==> src/rtl/instr_encoder_if.sv <==
// Field-set in, {addr, word} out stream bundle for the RV32I instruction encoder.
// Latency: none (wires only).
// Backpressure: in_ready / out_ready carried alongside their valid strobes.
interface instr_encoder_if #(
    parameter int ADDR_W = 32
);
    logic              in_valid;
    logic              in_ready;
    logic [6:0]        in_opcode;
    logic [4:0]        in_rd;
    logic [4:0]        in_rs1;
    logic [4:0]        in_rs2;
    logic [2:0]        in_func3;
    logic              in_f7;
    logic [31:0]       in_imm;
    logic              base_load;
    logic [ADDR_W-1:0] base_addr;
    logic              out_valid;
    logic              out_ready;
    logic [31:0]       out_instr;
    logic [ADDR_W-1:0] out_addr;
    logic              err_illegal;
    logic              err_range;
    logic              err_clear;
    logic [15:0]       count;

    // Producer of field sets / consumer of encoded words (test or boot logic).
    modport master (
        output in_valid, in_opcode, in_rd, in_rs1, in_rs2, in_func3, in_f7, in_imm,
        output base_load, base_addr, out_ready, err_clear,
        input  in_ready, out_valid, out_instr, out_addr, err_illegal, err_range, count
    );

    // The encoder itself.
    modport slave (
        input  in_valid, in_opcode, in_rd, in_rs1, in_rs2, in_func3, in_f7, in_imm,
        input  base_load, base_addr, out_ready, err_clear,
        output in_ready, out_valid, out_instr, out_addr, err_illegal, err_range, count
    );
endinterface

==> src/rtl/instr_encoder.sv <==
// Small synchronous FIFO holding {addr, word} entries for the encoder output.
// Latency: a pushed entry is visible at the head on the cycle after the push.
// Backpressure: full/empty from registered occupancy; caller never pushes when full.
module enc_fifo #(
    parameter int W     = 64,
    parameter int DEPTH = 4
) (
    input  logic         clk,
    input  logic         rst,
    input  logic         push,
    input  logic [W-1:0] push_dat,
    input  logic         pop,
    output logic         full,
    output logic         empty,
    output logic [W-1:0] head_dat
);
    localparam int PW = $clog2(DEPTH);

    logic [W-1:0]  mem [DEPTH];
    logic [PW-1:0] wr_ptr;
    logic [PW-1:0] rd_ptr;
    logic [PW:0]   occ;

    // Pointer and occupancy bookkeeping; pointers wrap naturally since DEPTH is a power of two.
    always_ff @(posedge clk) begin
        if (rst) begin
            wr_ptr <= '0;
            rd_ptr <= '0;
            occ    <= '0;
        end else begin
            if (push) wr_ptr <= wr_ptr + 1'b1;
            if (pop)  rd_ptr <= rd_ptr + 1'b1;
            if (push && !pop)      occ <= occ + 1'b1;
            else if (!push && pop) occ <= occ - 1'b1;
        end
    end

    // Storage needs no reset: the head is masked to zero whenever the FIFO is empty.
    always_ff @(posedge clk) begin
        if (push) mem[wr_ptr] <= push_dat;
    end

    assign full     = (occ == (PW+1)'(DEPTH));
    assign empty    = (occ == '0);
    assign head_dat = empty ? '0 : mem[rd_ptr];
endmodule

// RV32I encoder: range-checks decoded fields, packs them into a word tagged with an auto-incrementing address.
// Latency: accepted word reaches the output head one cycle later when the FIFO was empty.
// Backpressure: in_ready = !full (registered state only, independent of out_ready); illegal/out-of-range sets are consumed and dropped.
module instr_encoder #(
    parameter int DEPTH  = 4,
    parameter int ADDR_W = 32
) (
    input  logic         clk,
    input  logic         rst,
    instr_encoder_if.slave bus
);
    localparam logic [6:0] OP_LUI    = 7'b0110111;
    localparam logic [6:0] OP_AUIPC  = 7'b0010111;
    localparam logic [6:0] OP_JAL    = 7'b1101111;
    localparam logic [6:0] OP_JALR   = 7'b1100111;
    localparam logic [6:0] OP_BRANCH = 7'b1100011;
    localparam logic [6:0] OP_LOAD   = 7'b0000011;
    localparam logic [6:0] OP_STORE  = 7'b0100011;
    localparam logic [6:0] OP_OPIMM  = 7'b0010011;
    localparam logic [6:0] OP_OP     = 7'b0110011;

    logic [31:0]       imm;
    logic [6:0]        op;
    logic [2:0]        f3;
    logic              fits12;
    logic              fits13;
    logic              fits21;
    logic [31:0]       enc_word;
    logic              enc_illegal;
    logic              enc_range;
    logic              accept;
    logic              push;
    logic              pop;
    logic              fifo_full;
    logic              fifo_empty;
    logic [ADDR_W-1:0] base_aligned;
    logic [ADDR_W-1:0] push_addr;
    logic [ADDR_W-1:0] addr_ctr;
    logic [15:0]       cnt;
    logic              err_ill_q;
    logic              err_rng_q;
    logic [ADDR_W+31:0] head_dat;
    logic [1:0]        unused_base_lsbs;

    assign imm = bus.in_imm;
    assign op  = bus.in_opcode;
    assign f3  = bus.in_func3;

    // Signed-fit tests: the value is representable when all bits above the field's sign bit match it.
    assign fits12 = (imm[31:11] == '0) || (imm[31:11] == '1);
    assign fits13 = (imm[31:12] == '0) || (imm[31:12] == '1);
    assign fits21 = (imm[31:20] == '0) || (imm[31:20] == '1);

    // Format selection, range check and bit packing for the presented field set.
    always_comb begin
        enc_word    = '0;
        enc_illegal = 1'b0;
        enc_range   = 1'b0;
        case (op)
            OP_LUI, OP_AUIPC: begin
                enc_range = (imm[11:0] != '0);
                enc_word  = {imm[31:12], bus.in_rd, op};
            end
            OP_JAL: begin
                enc_range = !fits21 || imm[0];
                enc_word  = {imm[20], imm[10:1], imm[11], imm[19:12], bus.in_rd, op};
            end
            OP_JALR, OP_LOAD: begin
                enc_range = !fits12;
                enc_word  = {imm[11:0], bus.in_rs1, f3, bus.in_rd, op};
            end
            OP_OPIMM: begin
                if (f3 == 3'b001 || f3 == 3'b101) begin
                    // Shifts carry a 5-bit shamt; only SRAI takes instr[30] from f7.
                    enc_range = (imm[31:5] != '0);
                    enc_word  = {1'b0, (f3 == 3'b101) && bus.in_f7, 5'b0, imm[4:0],
                                 bus.in_rs1, f3, bus.in_rd, op};
                end else begin
                    enc_range = !fits12;
                    enc_word  = {imm[11:0], bus.in_rs1, f3, bus.in_rd, op};
                end
            end
            OP_STORE: begin
                enc_range = !fits12;
                enc_word  = {imm[11:5], bus.in_rs2, bus.in_rs1, f3, imm[4:0], op};
            end
            OP_BRANCH: begin
                enc_range = !fits13 || imm[0];
                enc_word  = {imm[12], imm[10:5], bus.in_rs2, bus.in_rs1, f3,
                             imm[4:1], imm[11], op};
            end
            OP_OP: begin
                enc_word = {1'b0, bus.in_f7, 5'b0, bus.in_rs2, bus.in_rs1, f3, bus.in_rd, op};
            end
            default: begin
                enc_illegal = 1'b1;
            end
        endcase
    end

    assign accept = bus.in_valid && bus.in_ready;
    assign push   = accept && !enc_illegal && !enc_range;
    assign pop    = bus.out_valid && bus.out_ready;

    // A same-cycle base_load retargets the entry being pushed, so the tag comes from the new base.
    assign base_aligned     = {bus.base_addr[ADDR_W-1:2], 2'b00};
    assign push_addr        = bus.base_load ? base_aligned : addr_ctr;
    assign unused_base_lsbs = bus.base_addr[1:0];

    // Address counter and push count; base_load restarts both.
    always_ff @(posedge clk) begin
        if (rst) begin
            addr_ctr <= '0;
            cnt      <= '0;
        end else begin
            if (push) begin
                addr_ctr <= push_addr + ADDR_W'(4);
                cnt      <= bus.base_load ? 16'd1 : cnt + 16'd1;
            end else if (bus.base_load) begin
                addr_ctr <= base_aligned;
                cnt      <= '0;
            end
        end
    end

    // Sticky error flags; a clear wins over a set arriving in the same cycle.
    always_ff @(posedge clk) begin
        if (rst) begin
            err_ill_q <= 1'b0;
            err_rng_q <= 1'b0;
        end else if (bus.err_clear) begin
            err_ill_q <= 1'b0;
            err_rng_q <= 1'b0;
        end else if (accept) begin
            if (enc_illegal) err_ill_q <= 1'b1;
            if (enc_range)   err_rng_q <= 1'b1;
        end
    end

    enc_fifo #(
        .W     (ADDR_W + 32),
        .DEPTH (DEPTH)
    ) u_fifo (
        .clk      (clk),
        .rst      (rst),
        .push     (push),
        .push_dat ({push_addr, enc_word}),
        .pop      (pop),
        .full     (fifo_full),
        .empty    (fifo_empty),
        .head_dat (head_dat)
    );

    assign bus.in_ready    = !fifo_full;
    assign bus.out_valid   = !fifo_empty;
    assign bus.out_instr   = head_dat[31:0];
    assign bus.out_addr    = head_dat[ADDR_W+31:32];
    assign bus.err_illegal = err_ill_q;
    assign bus.err_range   = err_rng_q;
    assign bus.count       = cnt;
endmodule

==> src/flat_wrapper.sv <==
// flat-port wrapper written by rule: the top's interface ports become plain ports
module instr_encoder_flat 
#(
    parameter int DEPTH  = 4,
    parameter int ADDR_W = 32
)
  (clk, rst, bus_in_valid, bus_in_opcode, bus_in_rd, bus_in_rs1, bus_in_rs2, bus_in_func3, bus_in_f7, bus_in_imm, bus_base_load, bus_base_addr, bus_out_ready, bus_err_clear, bus_in_ready, bus_out_valid, bus_out_instr, bus_out_addr, bus_err_illegal, bus_err_range, bus_count);
  instr_encoder_if #(.ADDR_W(ADDR_W)) bus_i ();
  input  logic clk;
  input  logic rst;
  input wire logic [$bits(bus_i.in_valid)-1:0] bus_in_valid;
  input wire logic [$bits(bus_i.in_opcode)-1:0] bus_in_opcode;
  input wire logic [$bits(bus_i.in_rd)-1:0] bus_in_rd;
  input wire logic [$bits(bus_i.in_rs1)-1:0] bus_in_rs1;
  input wire logic [$bits(bus_i.in_rs2)-1:0] bus_in_rs2;
  input wire logic [$bits(bus_i.in_func3)-1:0] bus_in_func3;
  input wire logic [$bits(bus_i.in_f7)-1:0] bus_in_f7;
  input wire logic [$bits(bus_i.in_imm)-1:0] bus_in_imm;
  input wire logic [$bits(bus_i.base_load)-1:0] bus_base_load;
  input wire logic [$bits(bus_i.base_addr)-1:0] bus_base_addr;
  input wire logic [$bits(bus_i.out_ready)-1:0] bus_out_ready;
  input wire logic [$bits(bus_i.err_clear)-1:0] bus_err_clear;
  output wire logic [$bits(bus_i.in_ready)-1:0] bus_in_ready;
  output wire logic [$bits(bus_i.out_valid)-1:0] bus_out_valid;
  output wire logic [$bits(bus_i.out_instr)-1:0] bus_out_instr;
  output wire logic [$bits(bus_i.out_addr)-1:0] bus_out_addr;
  output wire logic [$bits(bus_i.err_illegal)-1:0] bus_err_illegal;
  output wire logic [$bits(bus_i.err_range)-1:0] bus_err_range;
  output wire logic [$bits(bus_i.count)-1:0] bus_count;
  assign bus_i.in_valid = bus_in_valid;
  assign bus_i.in_opcode = bus_in_opcode;
  assign bus_i.in_rd = bus_in_rd;
  assign bus_i.in_rs1 = bus_in_rs1;
  assign bus_i.in_rs2 = bus_in_rs2;
  assign bus_i.in_func3 = bus_in_func3;
  assign bus_i.in_f7 = bus_in_f7;
  assign bus_i.in_imm = bus_in_imm;
  assign bus_i.base_load = bus_base_load;
  assign bus_i.base_addr = bus_base_addr;
  assign bus_i.out_ready = bus_out_ready;
  assign bus_i.err_clear = bus_err_clear;
  assign bus_in_ready = bus_i.in_ready;
  assign bus_out_valid = bus_i.out_valid;
  assign bus_out_instr = bus_i.out_instr;
  assign bus_out_addr = bus_i.out_addr;
  assign bus_err_illegal = bus_i.err_illegal;
  assign bus_err_range = bus_i.err_range;
  assign bus_count = bus_i.count;
  instr_encoder #(.DEPTH(DEPTH), .ADDR_W(ADDR_W)) u_core (.clk(clk), .rst(rst), .bus(bus_i));
endmodule
==> config.mk <==
export PLATFORM = sky130hd
export DESIGN_NAME = instr_encoder_flat
export DESIGN_NICKNAME = d
export VERILOG_FILES = /design/src/rtl/instr_encoder_if.sv /design/src/rtl/instr_encoder.sv /design/src/flat_wrapper.sv
export SDC_FILE = /design/constraint.sdc
export NUM_CORES = 1
export LEC_CHECK = 0
export CORE_MARGIN = 2
export CORE_UTILIZATION = 55
export CTS_BUF_LIST = sky130_fd_sc_hd__clkbuf_16
export DETAILED_ROUTE_END_ITERATION = 16
export GPL_ROUTABILITY_DRIVEN = 0
export PLACE_DENSITY = 0.84
export SKIP_LAST_GASP = 1
export SYNTH_ARGS = -nofsm -noshare
export SYNTH_HDL_FRONTEND = slang
export SYNTH_SLANG_ARGS = --single-unit
==> constraint.sdc <==
create_clock -name clk -period 7 [get_ports clk]
set_input_delay 2.1 -clock clk [delete_from_list [all_inputs] [get_ports clk]]
set_output_delay 2.1 -clock clk [all_outputs]
set_load 0.02 [all_outputs]
* Word level (Yosys, flattened, before mapping)
Memory sizes are Yosys's and may differ from the RTL's. A register that Yosys moved wholly into a read port is not among the register bits. Cells that the tools add are included.
Storage, ports and cells: register bits 57, memory bits (writable) 256, input port bits 96, output and inout bits 84, memories kept 1
Cells by class: add/subtract/negate cells 6, equality and inequality tests 15, multiplexer cells 16, bitwise logic cells 1, reductions and logical operators 36
Memories:
- u_core.u_fifo.mem | depth 4, width 64, rd ports 1, clocked after memory_dff 1, write ports 1, line instr_encoder.sv:19 | logic [W-1:0] mem [DEPTH];
Operators with widths (number):
- case mux 32 bit (7 select lines) | 1
- 2-to-1 mux 32 bit | 3
- 2-to-1 mux 64 bit | 1
- 2-to-1 mux 16 bit | 3
- adder 32 x 3 -> 32 bit (second input constant) | 1
- nonzero test 27 bit | 1
- == test 21 bit (second input constant) | 1
- == test 7 x 6 -> 1 bit (second input constant) | 3
- == test 7 bit (second input constant) | 3
- zero test 21 bit | 1
- == test 20 bit (second input constant) | 1
- zero test 20 bit | 1
- adder 16 x 1 -> 16 bit (second input constant) | 1
- == test 7 x 5 -> 1 bit (second input constant) | 2
- == test 12 bit (second input constant) | 1
- zero test 12 bit | 1
- nonzero test 12 bit | 1
- OR reduction 9 bit | 1
- zero test 1 bit | 8
- == test 7 x 2 -> 1 bit (second input constant) | 1
- logical AND 1 bit | 7
- == test 3 bit (second input constant) | 2
- logical OR 1 bit | 6
- 2-to-1 mux 3 bit | 2
- other kinds (13) | 21

* Longest topological paths before layout
word-level depth 11, depth in mapped cells 15, gate-level depth less buffers 12

* Cells and area by module
From an unflattened synthesis, not the netlist that was laid out.
Second synthesis, totals: cells, all modules 919, area, all modules 13859.5 um^2
Modules (own cells, without submodules):
- enc_fifo | instances 1, cells each 449, area an instance 10103.4 um^2, seq. area each 7867.5 um^2
- instr_encoder | instances 1, cells each 470, area an instance 3756.1 um^2, seq. area each 1001.0 um^2

* Worst setup path after synthesis
OpenSTA, ideal clock, no wires.
path type input to register, from in bus_in_opcode[5], to mem u_core.u_fifo.mem[2][0], enable pin, arrival time 5301 ps, required time 6571 ps, setup slack 1270 ps, stages 8, buffers on the path 2, cells stage by stage buf_4 > inv_2 > or4_4 > a21oi_2 > nand4_1 > a2111oi_2 > buf_2 > and2_1
Between the ends: cells in the longest elaborated chain, start to end 7
Ends and longest elaborated chain:
- from (decl) | line flat_wrapper.sv:12 | input wire logic [$bits(bus_i.in_opcode)-1:0] bus_in_opcode;
- == test 7 bit (tied with other cells) | line instr_encoder.sv:106 | case (op)
- OR reduction 3 bit (no line) or OR reduction 2 bit (tied branches)
- case mux 1 bit (5 select lines) | line instr_encoder.sv:106
- zero test 1 bit | line instr_encoder.sv:149 | assign push = accept && !enc_illegal && !enc_range;
- logical AND 1 bit * | line instr_encoder.sv:149
- 2-to-1 mux 1 bit * | line instr_encoder.sv:40 | if (push) mem[wr_ptr] <= push_dat;
- 2-to-1 mux 1 bit (not written as such) * | line instr_encoder.sv:40
- to (decl) | line instr_encoder.sv:19
Mark *: on every way between the ends. The rest lies on a longest branch, timed or not.

* Worst setup path after layout
from in bus_in_opcode[2], to reg u_core.addr_ctr[8]
Between the ends: cells in the longest elaborated chain, start to end 6
Ends and longest elaborated chain:
- == test 7 bit (tied with other cells) | line instr_encoder.sv:106
- OR reduction 3 bit (no line) or OR reduction 2 bit (tied branches)
- case mux 1 bit (5 select lines) | line instr_encoder.sv:106
- zero test 1 bit | line instr_encoder.sv:149
- logical AND 1 bit * | line instr_encoder.sv:149
- 2-to-1 mux 32 bit * | line instr_encoder.sv:163 | if (push) begin
- to (signal assigned) | line instr_encoder.sv:164 | addr_ctr <= push_addr + ADDR_W'(4);
- to (signal assigned) | line instr_encoder.sv:167 | addr_ctr <= base_aligned;
- to (decl) | line instr_encoder.sv:85 | logic [ADDR_W-1:0] addr_ctr;
Marks and branches as above. A chain may end at the register's enable or synchronous reset.

==> qor.txt <==
Final core area utilization - 0.676
Placed insts - 1,393
Tightest Hold Check Type - register to register
Routed WL per cell - 22.4 µm
Die area - 0.0264 mm²
Clk buf depth - 3
Vias post-DR - 8,921
Hold buffers post-CTS - 0
Post-synthesis average cell area - 14.9 µm²
Most numerous cell in the Yosys netlist - edfxtp_1
Max Freq - 182 MHz
Synth warn - 0
FP Rows - 58
Fin crit share - 0.785
Netlist cell types - 66
PostCTS Resize Cnt - 0
Mapped Nets - 1,030
DPL Wire Length - 20,400 µm
Post-synth EDFFs - 256
Final setup viols - 0
Drt first pass iters - 8
Fin Clk Skew - 0.0237 ns
Initial antenna violation count - 0
Worst-margin pin slew - 1.03 ns
# diodes - 0
Static Leakage - 0.00555 µW
Root Driver - clkbuf_16
RSZ-0062 raised after global routing - no
Power Total - 5390 µW
IO Pins - 180
Register area share after synthesis - 0.642
Top post-synthesis cells by area - edfxtp_1 (56%), mux4_2 (10%), dfxtp_1 (8.5%), and2_1 (3.4%), mux2_2 (2.0%)
Final ANT Viol Nets - 0
#FFs+latches synth - 315
Status - completed
Clk Latency, worst-skew pair - 0.56 ns
Power density over cell area - 320 mW/mm²
Vias in the first global route - 9,072
Number of max-cap violations - 0
Gr ovfl total - 0
Share of layout cells above drive strength 1 - 0.154
CTS buffer count - 30
Clock sinks - 315
Area growth, synth to finish - 22.0%
Worst IR drop on VDD - 0.223 mV
Crit Path Category - input pin to register
First-pass GRT wire length - 50,200 µm
Post-synth top area share - 0.556
Endpoint class of the critical path - register
Clock slew at reported path FFs - 0.06 ns
Die X - 163 µm
Most used flip-flop cell after synthesis - edfxtp_1
Core Region - 0.0250 mm²
Post-CTS setup buffers - 0
CTS tree - done
Die Height - 163 µm
GRT Overall Usage - 0.247
Starting Density - 0.554
Fin cells - 1,449
Largest net degree at the start of global routing - 51
PortBufs - 177
Synth top cells by count - edfxtp_1 (256), and2_1 (76), mux4_2 (64), dfxtp_1 (59), nand2_1 (39)
1st-iter DRT viols - 877
Worst Path Arrival - 5.92 ns
Final WL - 32,400 µm
Syn Inst Count - 926
Area leader, netlist - edfxtp_1
Vias per cell - 6.16
Setup_tns - 0 ns
Max-slew headroom - 0.313
CP max FO - 18
Nets - 1,199
Worst hold slack - 0.491 ns
Max Transition Viols Final - 0
Async SR Flop Fraction - 0
Hold Fails Final Rpt - 0
Post-route DRC - 0
Synth Cell Area - 0.0138 mm²
H-tree depth - 1
Critical Path RT - 7.42 ns
Min Tclk post-route - 5.49 ns
CP Launch Type - input pin
worst paths after layout:
path	startpoint	endpoint	slack, ns	depth (start not counted)
hold reg to reg	u_core.bus.count[15]$_SDFFE_PP0P_	u_core.bus.count[15]$_SDFFE_PP0P_	0.49	2
hold / removal	u_core.bus.count[15]$_SDFFE_PP0P_	u_core.bus.count[15]$_SDFFE_PP0P_	0.49	2
setup / recovery	bus_in_opcode[2]	u_core.addr_ctr[8]$_SDFF_PP0_	1.51	8
setup reg to reg	u_core.u_fifo.occ[0]$_SDFFE_PP0P_	u_core.addr_ctr[8]$_SDFF_PP0_	3.87	7
critical path, stage by stage:
cell             delay [ns]
clkdlybuf4s50_1        0.87
nor2b_1                0.16
or4_4                  0.49
a21oi_2                0.52
nand4_1                0.26
a2111o_1               0.70
nor4_1                 0.44
mux2_1                 0.36
stage by stage:
step | area (µm²) | worst slack [ns]
after detailed placement | 15900 | 1.03
after global routing | 16900 | 1.32
after global placement | 15900 | 1.06
after CTS | 16900 | 1.59
after floorplan | 13800 | 1.27
final | 16900 | 1.51
cell usage in the layout (no fill, tap or decap), types with 8 or more instances in the layout:
cell             count
edfxtp_1           256
clkdlybuf4s50_1    176
and2_1              75
mux4_2              64
dfxtp_1             57
nand2_1             39
clkbuf_16           32
nor2_1              30
a21oi_1             30
mux2_2              25
inv_1               23
nor3_1              23
or4_1               21
a22o_1              19
o31ai_1             19
nor4_1              18
nand3_1             18
nand4_1             18
and3_1              14
buf_4               13
a31oi_1             10
clkinv_1            10
mux2i_1              8
layer usage:
layer  wire length [µm]  global-route usage  vias to the layer above
met4               1010              0.0825                        0
li1                   -                   -                     4022
met2              16300               0.419                      374
met3               2050              0.0392                       70
met5                  0                   0                        -
met1              13100               0.329                     4455
cell families after synthesis:
family,count (synthesis),synth area share
XOR/XNOR,8,0.00507
AO/OA/AOI/OAI,119,0.0635
buffers and inverters,76,0.0233
AND/OR/NAND/NOR,301,0.127
flip-flops,315,0.642
adder cells (fa/ha/maj),8,0.00778
multiplexers,99,0.132
power by group:
group / leakage, µW / internal, µW / total, µW / switching (µW)
Combinational: 0.00226 / 855 / 1710 / 855
Sequential: 0.00281 / 2060 / 2150 / 94.6
Clock: 0.000473 / 856 / 1530 / 674
layout make-up:
class / instances / area [µm²]
inverter: 20 / 75.1
fill: 1715 / 8090
tap: 330 / 413
multi-input combinational: 535 / 4650
clock inverter: 24 / 133
sequential: 315 / 8870
timing repair buffer: 193 / 1920
clock buffer: 32 / 801
state kept, by name, summed over array words and instances, names as in the netlist, named ones only:
name                    cells
u_core.bus.count           16
u_core.u_fifo.mem         256
u_core.bus.err_illegal      1
u_core.u_fifo.wr_ptr        2
u_core.addr_ctr            32
u_core.u_fifo.rd_ptr        2
u_core.bus.err_range        1
u_core.u_fifo.occ           3
Power figures use the tool's default switching activity.
